[config.mk]
export PLATFORM = sky130hd
export DESIGN_NAME = bist_ctrl
export DESIGN_NICKNAME = d
export VERILOG_FILES = /design/src/rtl/bist_ctrl.sv
export SDC_FILE = /design/constraint.sdc
export NUM_CORES = 1
export LEC_CHECK = 0
export CAP_MARGIN = 20
export CORE_UTILIZATION = 45
export DETAILED_ROUTE_END_ITERATION = 7
export PLACE_DENSITY = 0.75
export SLEW_MARGIN = 20
export SYNTH_ARGS = -nofsm -noshare
export SYNTH_HDL_FRONTEND = slang
export SYNTH_SLANG_ARGS = --single-unit
[constraint.sdc]
create_clock -name Clk -period 1.5 [get_ports Clk]
set_input_delay 0.3 -clock Clk [delete_from_list [all_inputs] [get_ports Clk]]
set_output_delay 0.3 -clock Clk [all_outputs]
set_load 0.005 [all_outputs]
[src/rtl/bist_ctrl.sv]
// bist_ctrl: logic-BIST sequencer (seed, run, flush, capture, golden compare).
// Optional mid-run signature check enabled by defining BIST_MIDCHECK_EN.
module bist_ctrl #(
  parameter int SIG_W = 8,
  parameter int NUM_PATTERNS = 255,
  parameter int PIPE_LAT = 2,
  parameter logic [SIG_W-1:0] GOLDEN = '0,
  parameter logic [SIG_W-1:0] MID_GOLDEN = '0
) (
  input  logic             Clk,
  input  logic             Rst,
  input  logic             Start,
  input  logic             Abort,
  input  logic [SIG_W-1:0] Signature,
  output logic             Set_out,
  output logic             Busy,
  output logic             Done,
  output logic             Pass,
  output logic [SIG_W-1:0] Sig_cap
`ifdef BIST_MIDCHECK_EN
  ,
  output logic             Mid_fail
`endif
);
  localparam int CW = $clog2(NUM_PATTERNS + 1) < 4 ? 4 : $clog2(NUM_PATTERNS + 1);
  localparam logic [CW-1:0] LAST = CW'(NUM_PATTERNS - 1);
  localparam logic [CW-1:0] MID = CW'(NUM_PATTERNS / 2);
  localparam logic [CW-1:0] FL_LAST = CW'(PIPE_LAT - 1);
  typedef enum logic [2:0] {IDLE, SEED, RUN, FLUSH, DONE} state_t;
  state_t state_q, state_d;
  logic [CW-1:0] cnt_q, cnt_d;
  logic done_q, done_d, pass_q, pass_d, set_q, set_d, busy_q, busy_d;
  logic [SIG_W-1:0] sig_q, sig_d;
  logic mid_ok;
`ifdef BIST_MIDCHECK_EN
  logic mid_q, mid_d;
  assign mid_ok = ~mid_q;
  assign Mid_fail = mid_q;
`else
  assign mid_ok = 1'b1;
`endif
  always_comb begin
    state_d = state_q;
    cnt_d = cnt_q;
    done_d = done_q;
    pass_d = pass_q;
    sig_d = sig_q;
`ifdef BIST_MIDCHECK_EN
    mid_d = mid_q;
`endif
    if (Abort) begin
      state_d = IDLE;
      cnt_d = '0;
      done_d = 1'b0;
      pass_d = 1'b0;
`ifdef BIST_MIDCHECK_EN
      mid_d = 1'b0;
`endif
    end else begin
      case (state_q)
        IDLE, DONE: if (Start) begin
          state_d = SEED;
          cnt_d = '0;
          done_d = 1'b0;
          pass_d = 1'b0;
`ifdef BIST_MIDCHECK_EN
          mid_d = 1'b0;
`endif
        end
        SEED: begin
          state_d = RUN;
          cnt_d = '0;
        end
        RUN: begin
          state_d = cnt_q == LAST ? FLUSH : RUN;
          cnt_d = cnt_q == LAST ? '0 : cnt_q + CW'(1);
`ifdef BIST_MIDCHECK_EN
          if (cnt_q == MID && Signature != MID_GOLDEN) mid_d = 1'b1;
`endif
        end
        FLUSH: if (cnt_q == FL_LAST) begin
          state_d = DONE;
          cnt_d = '0;
          sig_d = Signature;
          pass_d = (Signature == GOLDEN) & mid_ok;
          done_d = 1'b1;
        end else begin
          cnt_d = cnt_q + CW'(1);
        end
        default: state_d = IDLE;
      endcase
    end
    // Strobes follow the next state so they stay registered with no input path
    set_d = state_d == IDLE || state_d == SEED || state_d == DONE;
    busy_d = state_d == SEED || state_d == RUN || state_d == FLUSH;
  end
  always_ff @(posedge Clk or posedge Rst) begin
    if (Rst) begin
      state_q <= IDLE;
      cnt_q <= '0;
      done_q <= 1'b0;
      pass_q <= 1'b0;
      sig_q <= '0;
      set_q <= 1'b1;
      busy_q <= 1'b0;
`ifdef BIST_MIDCHECK_EN
      mid_q <= 1'b0;
`endif
    end else begin
      state_q <= state_d;
      cnt_q <= cnt_d;
      done_q <= done_d;
      pass_q <= pass_d;
      sig_q <= sig_d;
      set_q <= set_d;
      busy_q <= busy_d;
`ifdef BIST_MIDCHECK_EN
      mid_q <= mid_d;
`endif
    end
  end
  assign Set_out = set_q;
  assign Busy = busy_q;
  assign Done = done_q;
  assign Pass = pass_q;
  assign Sig_cap = sig_q;
  logic unused_mid;
  assign unused_mid = ^MID;
endmodule

==> results by group <==
Synthesis
  • Area leader, netlist: dfrtp_1
  • Mux cell area share after synthesis: 0.100
  • Post-synthesis compound-gate area fraction: 0.153
  • Avg Inst Size Synth: roughly 11 um^2
  • Synth top area share: 0.451
  • Xor/xnor share of the synthesized area: 0
  • Cell area after synthesis: 1220 um^2
  • Post-Synthesis Cells: 111
  • Adder and majority gate portion of the synthesized area: 0.0307
  • Main combinational cell family by area after synthesis: simple AND/OR/NAND/NOR gates
  • Ranking of synthesized cells by area: dfrtp_1 (45%), mux2_2 (9.2%), nand2_1 (4.0%)
  • Syn Nets: 126
  • Synth unique cells: 42
  • Syn. warnings: 0
  • Sequential area share after synthesis: 0.472
  • Simple logic cell fraction of the synthesized area: 0.207
  • Synth async-reset ratio: 1.00
  • EDFF count, synth: 0
  • Number of synthesized register bits: 23
  • Most used flip-flop cell after synthesis: dfrtp_1

Clock tree
  • Cts bufs inserted: 3
  • CTS clock-pin slew for the worst setup and hold paths: 140 ps
  • Max clock buf depth: 2
  • CTS root buf: clkbuf_4
  • H-Tree Depth: 1
  • Latest clock arrival within the worst-skew pair: 320 ps
  • Clock tree sinks: 23
  • CTS tree: built

Route
  • Drt initial violations: 21
  • Via-to-Cell Ratio: roughly 5.5
  • Routed len/inst: roughly 15 um
  • Total length of routed wires: 2880 um
  • Post-route DRC: 0
  • Vias after detailed routing: 1042
  • DR pass1 iterations: 4
  • Detail Route Antenna Nets: 0

Finish
  • Core Util, Final: 0.697
  • ANT cells: 0
  • Area grow syn2layout: 44.1%
  • Finished Cell Area: between 1500 and 2000 um^2
  • Layout net count: about 180
  • Fraction of layout cells with a size suffix above 1: 0.390
  • Filler instances: around 180

Timing
  • Clock skew: 8.64 ps
  • Final Hold Fails: 0
  • Min Clock Period, post-route: between 1500 and 2000 ps
  • RSZ-0062 raised after global routing: yes
  • Final Max Tran Viols: 0
  • Slack of the critical path: -118 ps
  • Slew headroom: 0.748
  • Slew @ Worst Pin: 374 ps
  • Setup violators final: 18
  • Final Cycle Share: 1.08
  • F_max: 0.618 GHz

Critical path
  • Worst EP arrival: between 1500 and 2000 ps
  • Bufs and invs on worst path: 2
  • CP peak stage delay: roughly 430 ps
  • Worst path slowest cell: dfrtp_1
  • Crit-path cells: inv_1 -> ha_1 -> nor4b_4 -> a21bo_4 -> buf_4 -> a21oi_1 -> a221o_1
  • Register-to-register setup slack: -120 ps
  • WS Path Type: reg2reg
  • Worst Path Required: 1720 ps
  • CP Launch Type: flop
  • Crit. End Element: flop
  • Worst-path fanout max: 6
  • Critical path's top delay family: compound AO/OA/AOI/OAI gates

Power
  • NetSw: 308 uW
  • Comb pwr share: 0.175
  • Peak VDD IR: between 0.5 and 0.6 mV
  • Sw Share: 0.263
  • Clock share of power: 0.256
  • Pwr dens: about 670 nW/um^2
  • Internal cell power: roughly 860 uW
  • Sequential group share of total power: 0.569
  • Leak pwr: about 0.00087 uW

Run status
  • Status: finished with violations
  • Failing checks: negative setup slack

Run
  • Max-cap violation count: 0

Placement
  • PortBufs: 23
  • Dpl cell area: roughly 1600 um^2
  • Final HPWL DP: 2030 um
  • RePlAce Congestion: 0.776

Die
  • Die area: 2930 um^2
  • FP Rows: 18
  • Die extent in y: approximately 54 um
  • # IOs: 24
  • Area of the core: 2520 um^2
  • Die width: around 54 um
  • Initial Utilization: 0.484

Global routing
  • Global-route wire length before repair: between 4000 and 5000 um
  • Vias in the first global route: 965
  • Initial antenna violation count: 0
  • Largest net degree at the start of global routing: 24
  • Global-route usage over all layers: 0.208
  • Gr ovfl total: 0

Min path
  • Worst hold path class: in2async
-- cell families after synthesis --
logic type | count (synthesis)
AO/OA/AOI/OAI | 24
adder cells (fa/ha/maj) | 3
buffers and inverters | 8
flip-flops | 23
multiplexers | 11
AND/OR/NAND/NOR | 42
-- power groups by stage --
stage	combinational [uW]	clock [uW]	sequential, uW
2_1_floorplan	94.7	0	675
3_3_place_gp	190	0	675
3_5_place_dp	194	0	677
4_1_cts	197	307	666
5_1_grt	218	338	671
6_report	205	299	667
-- cell usage in the layout, fill, tap and decap left out, drive strengths merged, types with 5 or more instances in the layout --
cell type      instances
o21ai                  5
inv                    6
buf                   23
dfrtp                 22
clkdlybuf4s50         10
mux2                  10
nand2                 14
dlygate4sd2            9
-- stage by stage --
stage / worst slack (ps) / instances / total power, uW / hold slack, ps / setup TNS (ps)
2_1_floorplan: -64.4 / 111 / 769 / 301 / -229
3_3_place_gp: -314 / 182 / 865 / 486 / -4420
3_5_place_dp: -396 / 182 / 872 / 493 / -5100
4_1_cts: -127 / 187 / 1170 / 304 / -1420
5_1_grt: -196 / 189 / 1230 / 330 / -2580
6_report: -118 / 189 / 1170 / 307 / -1170
-- cell type report --
| type | count | area, um^2 | area share |
|---|---|---|---|
| flip-flops and latches | 23 | 579 | 0.329 |
| repair buffers | 46 | 409 | 0.233 |
| clock inverters | 1 | 5.00 | 0.00284 |
| well taps | 30 | 37.5 | 0.0213 |
| multi-input cells | 80 | 683 | 0.388 |
| clock buffers | 3 | 22.5 | 0.0128 |
| inverters | 6 | 22.5 | 0.0128 |
-- what timing repair did --
item / 4_1_cts / 5_1_grt
endpoints found under the setup margin: 28 / 25
pin swaps: 4 / 7
gates resized for setup: 19 / 14
hold buffers: 0 / 0
buffers inserted: 1 / 2
-- sequential cells by signal (all words and copies together) (netlist names) --
register and cells:
Pass 1, state_q 3, Done 1, cnt_q 8, Set_out 1, Busy 1
Sig_cap 8
-- Yosys cell counts (all sizes together), types with 2 or more instances --
cell	count
a221o	3
a21boi	2
nand2	14
nor3	2
nor4	3
mux2	10
nor2	4
ha	3
nand3	4
and2	2
buf	2
a21oi	4
o21ai	5
nor4b	2
nand2b	2
inv	6
dfrtp	22
-- layer usage --
layer,share of wire,track usage,up-vias
met5,0,0,-
met4,0.012,0.0769,0
met3,0.040,0.0254,3
met2,0.52,0.385,29
met1,0.43,0.242,509
li1,-,-,501
-- worst register-to-register path, stage by stage, from the launching register on --
cell and delay, ps:
dfrtp_1 430, inv_1 70, ha_1 130, nor4b_4 250, a21bo_4 210, buf_4 110, a21oi_1 50, a221o_1 260
-- final timing paths --
check	cells past startpoint	endpoint	startpoint
max	7	cnt_q[3]	cnt_q[1]
min	3	Sig_cap[4]	Rst
min reg2reg	1	Sig_cap[0]	Sig_cap[0]
max in group asynchronous	3	Set_out	Rst
min in group Clk	3	Done	Abort
max reg2reg	7	cnt_q[3]	cnt_q[1]
Note: power is estimated with default switching activity, not from simulation.
